[src/rtl/sig_phase_scheduler_if.sv]
// Sensor/light bundle for sig_phase_scheduler; the preemption signals exist only
// when SIG_PREEMPT_EN is defined.
interface sig_phase_scheduler_if #(
  parameter int NUM_APPR = 4,
  parameter int AW       = 2
);
  logic [NUM_APPR-1:0]   car_det;
  logic [2*NUM_APPR-1:0] lights;
  logic [AW-1:0]         cur_appr;
  logic [1:0]            phase;
  logic                  grant_pulse;
`ifdef SIG_PREEMPT_EN
  logic                  preempt_req;
  logic [AW-1:0]         preempt_appr;

  modport master (output car_det, preempt_req, preempt_appr,
                  input  lights, cur_appr, phase, grant_pulse);
  modport slave  (input  car_det, preempt_req, preempt_appr,
                  output lights, cur_appr, phase, grant_pulse);
`else
  modport master (output car_det, input lights, cur_appr, phase, grant_pulse);
  modport slave  (input car_det, output lights, cur_appr, phase, grant_pulse);
`endif
endinterface

[src/rtl/sig_phase_scheduler.sv]
// Round-robin green-phase scheduler for NUM_APPR approaches with counter-timed
// green/yellow/all-red phases. Optional SIG_PREEMPT_EN adds emergency preemption.
module sig_phase_scheduler #(
  parameter int NUM_APPR  = 4,
  parameter int AW        = 2,
  parameter int CNT_W     = 8,
  parameter int GREEN_MIN = 4,
  parameter int GREEN_MAX = 16,
  parameter int YELLOW_T  = 3,
  parameter int ALLRED_T  = 2
) (
  input logic               clock,
  input logic               clear,
  sig_phase_scheduler_if.slave bus
);

  localparam logic [1:0] PH_GREEN  = 2'd0;
  localparam logic [1:0] PH_YELLOW = 2'd1;
  localparam logic [1:0] PH_ALLRED = 2'd2;

  localparam logic [1:0] L_RED = 2'd0;
  localparam logic [1:0] L_YEL = 2'd1;
  localparam logic [1:0] L_GRN = 2'd2;

  localparam logic [CNT_W-1:0] GMIN_M1 = CNT_W'(GREEN_MIN - 1);
  localparam logic [CNT_W-1:0] GMAX_M1 = CNT_W'(GREEN_MAX - 1);
  localparam logic [CNT_W-1:0] YEL_M1  = CNT_W'(YELLOW_T - 1);
  localparam logic [CNT_W-1:0] AR_M1   = CNT_W'(ALLRED_T - 1);

  logic [1:0]       phase_q;
  logic [AW-1:0]    cur_q;
  logic [AW-1:0]    nxt_q;
  logic [CNT_W-1:0] timer_q;
  logic             grant_q;

  logic             own_req;
  logic             other_req;
  logic [AW-1:0]    rr_sel;
  logic             green_exit;
  logic [AW-1:0]    next_sel;

  function automatic logic [AW-1:0] wrap_idx(input logic [AW-1:0] c, input int k);
    int s;
    s = int'(c) + k;
    if (s >= NUM_APPR) s = s - NUM_APPR;
    return AW'(s);
  endfunction

  always_comb begin
    own_req   = 1'b0;
    other_req = 1'b0;
    rr_sel    = cur_q;
    for (int i = 0; i < NUM_APPR; i++) begin
      if (AW'(i) == cur_q) own_req = bus.car_det[i];
      else if (bus.car_det[i]) other_req = 1'b1;
    end
    // Scan from the farthest offset down so the nearest requester after cur_q wins.
    for (int k = NUM_APPR - 1; k >= 1; k--) begin
      if (bus.car_det[wrap_idx(cur_q, k)]) rr_sel = wrap_idx(cur_q, k);
    end
  end

`ifdef SIG_PREEMPT_EN
  logic preempt_go;
  logic preempt_hold;
  always_comb begin
    preempt_go   = bus.preempt_req && (bus.preempt_appr != cur_q);
    preempt_hold = bus.preempt_req && (bus.preempt_appr == cur_q);
    green_exit   = 1'b0;
    next_sel     = rr_sel;
    if (preempt_go) begin
      green_exit = 1'b1;
      next_sel   = bus.preempt_appr;
    end else if (!preempt_hold) begin
      green_exit = other_req && (timer_q >= GMIN_M1) && (!own_req || (timer_q >= GMAX_M1));
    end
  end
`else
  always_comb begin
    green_exit = other_req && (timer_q >= GMIN_M1) && (!own_req || (timer_q >= GMAX_M1));
    next_sel   = rr_sel;
  end
`endif

  always_ff @(posedge clock or posedge clear) begin
    if (clear) begin
      phase_q <= PH_GREEN;
      cur_q   <= '0;
      nxt_q   <= '0;
      timer_q <= '0;
      grant_q <= 1'b0;
    end else begin
      grant_q <= 1'b0;
      case (phase_q)
        PH_GREEN: begin
          if (green_exit) begin
            phase_q <= PH_YELLOW;
            timer_q <= '0;
            nxt_q   <= next_sel;
          end else if (timer_q < GMAX_M1) begin
            timer_q <= timer_q + 1'b1;
          end
        end
        PH_YELLOW: begin
          if (timer_q == YEL_M1) begin
            phase_q <= PH_ALLRED;
            timer_q <= '0;
          end else begin
            timer_q <= timer_q + 1'b1;
          end
`ifdef SIG_PREEMPT_EN
          if (bus.preempt_req) nxt_q <= bus.preempt_appr;
`endif
        end
        PH_ALLRED: begin
          if (timer_q == AR_M1) begin
            phase_q <= PH_GREEN;
            timer_q <= '0;
            cur_q   <= nxt_q;
            grant_q <= 1'b1;
          end else begin
            timer_q <= timer_q + 1'b1;
          end
`ifdef SIG_PREEMPT_EN
          if (bus.preempt_req) nxt_q <= bus.preempt_appr;
`endif
        end
        default: begin
          phase_q <= PH_ALLRED;
          timer_q <= '0;
        end
      endcase
    end
  end

  // Only cur_q may leave RED, which keeps the one-non-RED safety invariant structural.
  always_comb begin
    bus.lights = '0;
    for (int i = 0; i < NUM_APPR; i++) begin
      bus.lights[2*i +: 2] = L_RED;
      if (AW'(i) == cur_q) begin
        if (phase_q == PH_GREEN)       bus.lights[2*i +: 2] = L_GRN;
        else if (phase_q == PH_YELLOW) bus.lights[2*i +: 2] = L_YEL;
      end
    end
  end

  assign bus.phase       = (phase_q == 2'd3) ? PH_ALLRED : phase_q;
  assign bus.cur_appr    = cur_q;
  assign bus.grant_pulse = grant_q;

endmodule

[src/flat_wrapper.sv]
// flat-port wrapper written by rule: the top's interface ports become plain ports
module sig_phase_scheduler_flat 
#(
  parameter int NUM_APPR  = 4,
  parameter int AW        = 2,
  parameter int CNT_W     = 8,
  parameter int GREEN_MIN = 4,
  parameter int GREEN_MAX = 16,
  parameter int YELLOW_T  = 3,
  parameter int ALLRED_T  = 2
)
  (clock, clear, bus_car_det, bus_lights, bus_cur_appr, bus_phase, bus_grant_pulse);
  sig_phase_scheduler_if #(.NUM_APPR(NUM_APPR), .AW(AW)) bus_i ();
  input logic clock;
  input logic clear;
  input wire logic [$bits(bus_i.car_det)-1:0] bus_car_det;
  output wire logic [$bits(bus_i.lights)-1:0] bus_lights;
  output wire logic [$bits(bus_i.cur_appr)-1:0] bus_cur_appr;
  output wire logic [$bits(bus_i.phase)-1:0] bus_phase;
  output wire logic [$bits(bus_i.grant_pulse)-1:0] bus_grant_pulse;
  assign bus_i.car_det = bus_car_det;
  assign bus_lights = bus_i.lights;
  assign bus_cur_appr = bus_i.cur_appr;
  assign bus_phase = bus_i.phase;
  assign bus_grant_pulse = bus_i.grant_pulse;
  sig_phase_scheduler #(.NUM_APPR(NUM_APPR), .AW(AW), .CNT_W(CNT_W), .GREEN_MIN(GREEN_MIN), .GREEN_MAX(GREEN_MAX), .YELLOW_T(YELLOW_T), .ALLRED_T(ALLRED_T)) u_core (.clock(clock), .clear(clear), .bus(bus_i));
endmodule
[config.mk]
export PLATFORM = sky130hd
export DESIGN_NAME = sig_phase_scheduler_flat
export DESIGN_NICKNAME = d
export VERILOG_FILES = /design/src/rtl/sig_phase_scheduler_if.sv /design/src/rtl/sig_phase_scheduler.sv /design/src/flat_wrapper.sv
export SDC_FILE = /design/constraint.sdc
export NUM_CORES = 1
export LEC_CHECK = 0
export BUFFER_PORTS_ARGS = -buffer_cell sky130_fd_sc_hd__buf_2
export CORE_UTILIZATION = 59
export DETAILED_ROUTE_END_ITERATION = 8
export GPL_TIMING_DRIVEN = 0
export HOLD_SLACK_MARGIN = 0.03
export PLACE_DENSITY = 0.79
export SYNTH_ARGS = -nofsm -noshare
export SYNTH_HDL_FRONTEND = slang
export SYNTH_SLANG_ARGS = --single-unit
[constraint.sdc]
create_clock -name clock -period 5.9 [get_ports clock]
set_input_delay 1.18 -clock clock [delete_from_list [all_inputs] [get_ports clock]]
set_output_delay 1.18 -clock clock [all_outputs]
set_load 0.02 [all_outputs]
==> qor.yml, run 1 <==
synth_top_cell_area_share: 0.328
dieWidth_um: 46.1
regToRegSetupSlack_ns: 3.73
fillers: 152
placementRows: 15
synth-seq-area-share: 0.328
critPathRequiredTime_ns: 4.72
worstMarginPinSlew_ns: 0.565
finalSetupTns_ns: 0
post-route-period-util: 0.461
hold_viol: 0
layout-drive-gt1-share: 0.232
postCtsResizedCells: 0
hp-start: "u_core.nxt_q[1]"
ios: 19
ys_seq_elements: 15
cts.sink_count: 15
endpoint_kind: "output port"
intPower_mw: 0.324
syn_nets: 142
maxSlewViolCount: 0
min_period_ns: 2.72
die_h_um: 46.1
power.share.clock: 0.094
switching_share: 0.498
die_area_sq_um: 2120
cp_slowest_cell: "dfrtp_1"
grt_pass1_wl_um: 3680
holdPathStages: 2
synth_top_cell_by_area: "dfrtp_1"
cts_tree: "done"
synth.cell_area_sq_um: 1150
worst_slack_ns: 3.18
yosysWarnings: 0
antenna_found_initial: 0
setup_violations: 0
holdPathEnd: "u_core.bus.cur_appr[1]"
netlist_top_cells_area: "dfrtp_1, ha_1, and2_1, inv_1, nand2_1"
synthArstFlopShare: 1.00
rsz0062_at_grt: "false"
r2r_start: "u_core.bus.cur_appr[1]"
clk_path_buf_depth: 2
synth-edff-count: 0
clkSlewWorstSetupHoldPaths_ns: 0.09
via_per_inst: 5.73
synth_top_cells_by_count: "dfrtp_1, inv_1, nand2_1, nor2_1, and2_1"
numCtsBuffers: 3
nets: 165
hold_buffers: 0
p_comb_frac: 0.637
initial_core_util: 0.650
rr_endpoint: "u_core.nxt_q[1]"
portBuffers: 18
wire_per_inst_um: 12.6
pwr-share-seq: 0.269
peakVddDrop_uv: 342
fmax_mhz: 368
vias: 1008
outcome: "completed"
p_switching_mw: 0.322
cp_slowest_stage_delay_ns: 0.45
power.density_nw_per_um2: 499
cts_max_level: 1
drtPass1Iterations: 4
grt_pass1_vias: 889
totalWireLength_um: 2220
post_cts_buffers: 0
core_sq_um: 1760
start_kind: "register"
reg2regPathDepth: 6
track_usage: 0.246
diodes: 0
postSynthCellCount: 129
skew_ns: 0.00787
drv_cap: 0
root_buffer: "clkbuf_4"
synth_ff_type: "dfrtp_1"
crit_type: "reg2out"
dp_hpwl_um: 1710
regArea_sq_um: 375
remaining_drc_errors: 0
avgSynthCellArea_sq_um: 8.88
leakagePower_nw: 0.612
final_util: 0.734
gp_congestion: 0.731
synthDistinctLibCells: 41
hold_path.class: "reg2reg"
fin_area_sq_um: 1290
max_slew_margin: 0.623
multiInputGateArea_sq_um: 711
path_cells: "nor2_1 > and2_1 > buf_2"
drtIter0Drc: 28
clk_latency_ns: 0.30
area_delta_synth_final_pct: 13.0
dpl_cell_area_sq_um: 1270
grt_max_degree: 16
grt_overflow: 0
path_max_fanout: 7
ant_nets: 0
worstPathArrival_ns: 1.54
crit_start: "u_core.phase_q[1]"
place_worst_setup_slack_ns: 3.34
## state kept, by name, summed over array words and instances, names as in the netlist
name                    cells
u_core.timer_q              8
u_core.bus.cur_appr         2
u_core.nxt_q                2
u_core.phase_q              2
u_core.bus.grant_pulse      1
## through the flow
| step | total power [mW] | hold WS (ns) | std cells |
|---|---|---|---|
| 5_1_grt | 0.704 | 0.531 | 176 |
| 6_report | 0.646 | 0.488 | 176 |
| 3_5_place_dp | 0.589 | 0.477 | 172 |
| 2_1_floorplan | 0.494 | 0.446 | 129 |
| 4_1_cts | 0.650 | 0.500 | 176 |
| 3_3_place_gp | 0.573 | 0.454 | 172 |
## worst max-delay path: cells and delay by family (launching register included)
family | cells | cell delay [ns]
buf+inv | 1 | 0.16
flops | 1 | 0.45
simple gates | 2 | 0.63
## cell usage in the layout (no fill, tap or decap), types with 2 or more instances in the layout
cell type,instances
a21oi_1,3
and2_1,9
buf_2,18
clkbuf_4,3
dfrtp_1,15
ha_1,7
inv_1,15
nand2_1,11
nand2b_1,4
nand3_1,4
nor2_1,11
nor2b_1,2
nor3_1,3
o2111ai_2,2
o21ai_0,6
o21ai_1,4
o221ai_2,2
o22ai_1,5
xnor2_1,2
## power groups by stage
stage / registers [mW] / logic (mW) / clock network, mW
after floorplan: 0.176 / 0.319 / 0
after global placement: 0.172 / 0.401 / 0
after detailed placement: 0.175 / 0.414 / 0
after CTS: 0.173 / 0.416 / 0.0608
after global routing: 0.181 / 0.459 / 0.0642
final: 0.174 / 0.412 / 0.0606
## worst max-delay path by stage
stage	to	slack (ns)	depth (start not counted)
final	bus_lights[5]	3.18	3
after global routing	bus_lights[5]	3.08	3
after CTS	bus_lights[5]	3.17	3
after detailed placement	u_core.nxt_q[1]	3.34	5
after global placement	u_core.nxt_q[1]	3.37	5
after floorplan	bus_lights[4]	3.59	3
## kinds of logic (layout without fill, tap and decap cells)
kind of cell,after synthesis,count (layout),synth area share
adders and majority gates,7,7,0.0764
buffers and inverters,16,38,0.0524
DFF,15,15,0.328
and+or+nand+nor,54,54,0.275
muxes,2,2,0.0186
AOI/OAI and AO/OA,33,33,0.235
xor gates and xnor gates,2,2,0.0153
## final cells by class
| class | count | area share |
|---|---|---|
| repair buffers | 18 | 0.0696 |
| clock buffers | 3 | 0.0174 |
| multi-input cells | 98 | 0.549 |
| clock inverters | 1 | 0.00386 |
| flip-flops and latches | 15 | 0.290 |
| plain buffers | 1 | 0.00290 |
| inverters | 15 | 0.0435 |
| well taps | 25 | 0.0242 |
## routing by layer
layer  vias up  GRT usage  share of wire
met2        35      0.456           0.50
li1        497          -              -
met4         0      0.106          0.018
met1       471      0.274           0.43
met3         5     0.0353          0.053
met5         -          0              0
Note: power is estimated with default switching activity, not from simulation.
==> run 2, diff against run 1 <==
--- a/config.mk
+++ b/config.mk
@@ -6,11 +6,11 @@
 export NUM_CORES = 1
 export LEC_CHECK = 0
 export BUFFER_PORTS_ARGS = -buffer_cell sky130_fd_sc_hd__buf_2
-export CORE_UTILIZATION = 59
+export CORE_UTILIZATION = 50
 export DETAILED_ROUTE_END_ITERATION = 8
 export GPL_TIMING_DRIVEN = 0
 export HOLD_SLACK_MARGIN = 0.03
-export PLACE_DENSITY = 0.79
+export PLACE_DENSITY = 0.71
 export SYNTH_ARGS = -nofsm -noshare
 export SYNTH_HDL_FRONTEND = slang
 export SYNTH_SLANG_ARGS = --single-unit
==> constraint.sdc (replaced) <==
create_clock -name clock -period 2.4 [get_ports clock]
set_input_delay 0.48 -clock clock [delete_from_list [all_inputs] [get_ports clock]]
set_output_delay 0.48 -clock clock [all_outputs]
set_load 0.02 [all_outputs]
==> qor.yml, run 2 (synthesis gave the netlist of run 1 again) <==
nets: 165
grt_max_degree: 16
cts_max_level: 1
clk_path_buf_depth: 2
dpl_cell_area_sq_um: 1270
ios: 19
final_cell_mix: "buf_2, inv_1, dfrtp_1"
setup_violations: 0
worstMarginPinSlew_ns: 0.550
numCtsBuffers: 3
drv_cap: 0
gp_congestion: 0.776
hold_path.class: "in2async"
placementRows: 16
reg2regPathDepth: 6
fmax_mhz: 465
max_slew_margin: 0.633
postCtsResizedCells: 0
drtPass1Iterations: 4
rsz0062_at_grt: "false"
grt_pass1_vias: 854
grt_overflow: 0
post_cts_buffers: 0
path_max_fanout: 9
remaining_drc_errors: 0
final_common_cell: "buf_2"
dp.cells: 174
min_period_ns: 2.15
portBuffers: 18
peakVddDrop_uv: 858
hold_buffers: 0
totalWireLength_um: 2130
clk_latency_ns: 0.28
largest_reg_flops: 8
skew_ns: 0.000520
finalSetupTns_ns: 0
core_sq_um: 2060
die_area_sq_um: 2490
track_usage: 0.192
die_h_um: 49.9
leakagePower_nw: 0.612
fin_area_sq_um: 1300
gr-usage-met2: 0.309
vias: 993
place_worst_setup_slack_ns: 0.276
regToRegSetupSlack_ns: 0.25
antenna_found_initial: 0
drtIter0Drc: 13
initial_core_util: 0.556
crit_type: "reg2reg"
area_delta_synth_final_pct: 13.2
endpoint_kind: "register"
cts.sink_count: 15
r2r_start: "u_core.bus.cur_appr[1]"
post-route-period-util: 0.896
dp_hpwl_um: 1680
final_cell_count_no_fill: 178
critPathRequiredTime_ns: 2.56
worst_slack_ns: 0.249
wire_per_inst_um: 11.9
met1_usage: 0.260
worstPathArrival_ns: 2.31
maxSlewViolCount: 0
ant_nets: 0
via_per_inst: 5.58
clkSlewWorstSetupHoldPaths_ns: 0.08
final_util: 0.629
cts_tree: "done"
finalPower_mw: 1.58
globalRouteMet3Util: 0.0278
grt_pass1_wl_um: 3660
outcome: "completed"
power.density_nw_per_um2: 1220
layout-drive-gt1-share: 0.232
max_flop_register: "u_core.timer_q"
hold-worst-slack_ns: 0.232
hold_viol: 0
rr_endpoint: "u_core.nxt_q[1]"
start_kind: "register"
grt_busiest_layer: "met2"
root_buffer: "clkbuf_4"
diodes: 0
dieWidth_um: 49.9
-- run 2: cell counts in the layout (fill, tap and decap cells not counted) --
No cell type changed its count.
-- run 2: worst max-delay path, cell delays in order, from the launching register on --
cell and delay [ns]:
dfrtp_1 0.50, inv_1 0.16, ha_1 0.25, nand3b_1 0.16, a211o_1 0.32, o2111ai_2 0.29
mux2_1 0.36
-- run 2: power by group --
part | switching (mW) | total (mW) | internal, mW | leakage (nW)
Combinational | 0.614 | 1.02 | 0.403 | 0.395
Clock | 0.0767 | 0.139 | 0.0618 | 0.0177
Sequential | 0.0970 | 0.429 | 0.332 | 0.199
Total | 0.788 | 1.58 | 0.797 | 0.612
-- run 2: final cells by class --
class                   instances  area [sq um]
well taps                      27          33.8
multi-input cells              98           711
repair buffers                 18          90.1
inverters                      15          56.3
fillers                       174           764
clock inverters                 1          5.00
plain buffers                   1          3.75
flip-flops and latches         15           375
clock buffers                   3          22.5
-- run 2: per-layer routing --
| metal | vias up | part of all wire |
|---|---|---|
| met1 | 459 | 0.50 |
| met5 | - | 0 |
| met2 | 33 | 0.45 |
| met3 | 2 | 0.045 |
| li1 | 499 | - |
| met4 | 0 | 0.0066 |
-- run 2: worst max path at each step --
stage,startpoint,to,slack [ns]
2_1_floorplan,u_core.bus.cur_appr[1],u_core.nxt_q[1],0.32
3_3_place_gp,u_core.bus.cur_appr[1],u_core.nxt_q[1],0.29
3_5_place_dp,u_core.bus.cur_appr[1],u_core.nxt_q[1],0.28
4_1_cts,u_core.bus.cur_appr[1],u_core.nxt_q[1],0.25
5_1_grt,u_core.bus.cur_appr[1],u_core.nxt_q[1],0.12
6_report,u_core.bus.cur_appr[1],u_core.nxt_q[1],0.25
==> run 3, diff against run 2 <==
--- a/config.mk
+++ b/config.mk
@@ -5,12 +5,12 @@
 export SDC_FILE = /design/constraint.sdc
 export NUM_CORES = 1
 export LEC_CHECK = 0
-export BUFFER_PORTS_ARGS = -buffer_cell sky130_fd_sc_hd__buf_2
-export CORE_UTILIZATION = 50
+export CORE_UTILIZATION = 56
 export DETAILED_ROUTE_END_ITERATION = 8
+export DONT_BUFFER_PORTS = 1
 export GPL_TIMING_DRIVEN = 0
 export HOLD_SLACK_MARGIN = 0.03
-export PLACE_DENSITY = 0.71
+export PLACE_DENSITY = 0.7
 export SYNTH_ARGS = -nofsm -noshare
 export SYNTH_HDL_FRONTEND = slang
 export SYNTH_SLANG_ARGS = --single-unit
==> qor.yml, run 3 (synthesis gave the netlist of run 1 again) <==
outcome: "completed"
min_period_ns: 2.21
final_cell_mix: "inv_1, dfrtp_1, nor2_1, nand2_1, and2_1"
fin_area_sq_um: 1210
grt_max_degree: 16
skew_ns: 0.00434
regToRegSetupSlack_ns: 0.19
hold-worst-slack_ns: 0.122
r2r_start: "u_core.bus.cur_appr[1]"
post-route-period-util: 0.921
portBuffers: 0
diodes: 0
ant_nets: 0
core_sq_um: 1940
wl_met3_um: 55
largest_reg_flops: 8
endpoint: "u_core.nxt_q[1]"
die_h_um: 47.2
final_cell_count_no_fill: 160
fillers: 184
remaining_drc_errors: 0
wire_per_inst_um: 14.3
final_common_cell: "inv_1"
rsz0062_at_grt: "false"
switching_share: 0.514
crit_type: "reg2reg"
peakVddDrop_uv: 782
post_cts_buffers: 0
die_area_sq_um: 2230
worst_slack_ns: 0.190
top_layer_used: "met4"
totalWireLength_um: 2280
grt_pass1_vias: 791
endpoint_kind: "register"
drtPass1Iterations: 4
place_worst_setup_slack_ns: 0.0561
dpl_cell_area_sq_um: 1180
max_flop_register: "u_core.timer_q"
p_comb_frac: 0.610
fmax_mhz: 452
rr_endpoint: "u_core.nxt_q[1]"
crit_start: "u_core.bus.cur_appr[1]"
drv_cap: 0
clk_latency_ns: 0.28
critPathRequiredTime_ns: 2.57
initial_core_util: 0.590
area_delta_synth_final_pct: 5.46
path_cells: "inv_1 > ha_1 > nand3b_1 > a211o_1 > o2111ai_2 > mux2_1"
gp_congestion: 0.791
crit_buf_inv: 1
numCtsBuffers: 3
cp_top_family: "compound AO/OA/AOI/OAI gates"
antenna_found_initial: 0
track_usage: 0.224
regArea_sq_um: 378
maxSlewViolCount: 0
finalSetupTns_ns: 0
vias: 933
path_max_fanout: 9
drtIter0Drc: 24
p_switching_mw: 0.793
hold_buffers: 0
clk_path_buf_depth: 2
root_buffer: "clkbuf_4"
nets: 147
final_util: 0.622
dp.cells: 156
via_per_inst: 5.83
finalPower_mw: 1.54
intPower_mw: 0.749
max_slew_margin: 0.593
reg2regPathDepth: 6
cts.sink_count: 15
cts_tree: "done"
hold_path.class: "in2async"
cp_slowest_stage_delay_ns: 0.51
grt_overflow: 0
setup_violations: 0
wl_met1_um: 1130
ios: 19
dp_hpwl_um: 1760
grt_pass1_wl_um: 3460
met2_length_um: 1060
power.share.clock: 0.095
dieWidth_um: 47.2
power.density_nw_per_um2: 1280
worstPathArrival_ns: 2.38
crit_cells: 6
start_kind: "register"
leakagePower_nw: 0.519
cp_slowest_cell: "dfrtp_2"
hold_viol: 0
layout-drive-gt1-share: 0.135
worstMarginPinSlew_ns: 0.608
placementRows: 16
cts_max_level: 1
multiInputGateArea_sq_um: 711
pwr-share-seq: 0.295
clkSlewWorstSetupHoldPaths_ns: 0.09
postCtsResizedCells: 0
-- run 3: changes by cell type in the layout (fill, tap and decap cells not counted), sizes merged --
cell / change
buf: -18
clkbuf: +1
clkinv: -1
-- run 3: layer usage --
layer | up-vias | GRT usage
met5 | - | 0
met4 | 0 | 0.0857
met3 | 4 | 0.0231
met2 | 18 | 0.384
met1 | 449 | 0.287
li1 | 462 | -
-- run 3: power groups by stage --
| stage | Combinational, mW | Sequential (mW) | Clock (mW) |
|---|---|---|---|
| after global placement | 0.903 | 0.450 | 0 |
| after floorplan | 0.783 | 0.433 | 0 |
| after CTS | 0.946 | 0.449 | 0.148 |
| final | 0.940 | 0.455 | 0.146 |
| after global routing | 1.03 | 0.468 | 0.157 |
| after detailed placement | 0.941 | 0.454 | 0 |
-- run 3: layout make-up --
cell class / instances / area share
plain buffers: 1 / 0.00311
well taps: 27 / 0.0280
flip-flops and latches: 15 / 0.313
multi-input cells: 98 / 0.588
clock buffers: 4 / 0.0217
inverters: 15 / 0.0466
-- run 3: worst min-delay path by stage --
stage / startpoint / cells after the start / slack (ns) / endpoint
floorplan: clear / 1 / 0.38 / u_core.bus.cur_appr[0]
global placement: clear / 1 / 0.44 / u_core.bus.grant_pulse
detailed placement: clear / 1 / 0.46 / u_core.nxt_q[1]
CTS: clear / 1 / 0.15 / u_core.timer_q[0]
global route: clear / 1 / 0.18 / u_core.timer_q[1]
finish: clear / 1 / 0.12 / u_core.timer_q[0]
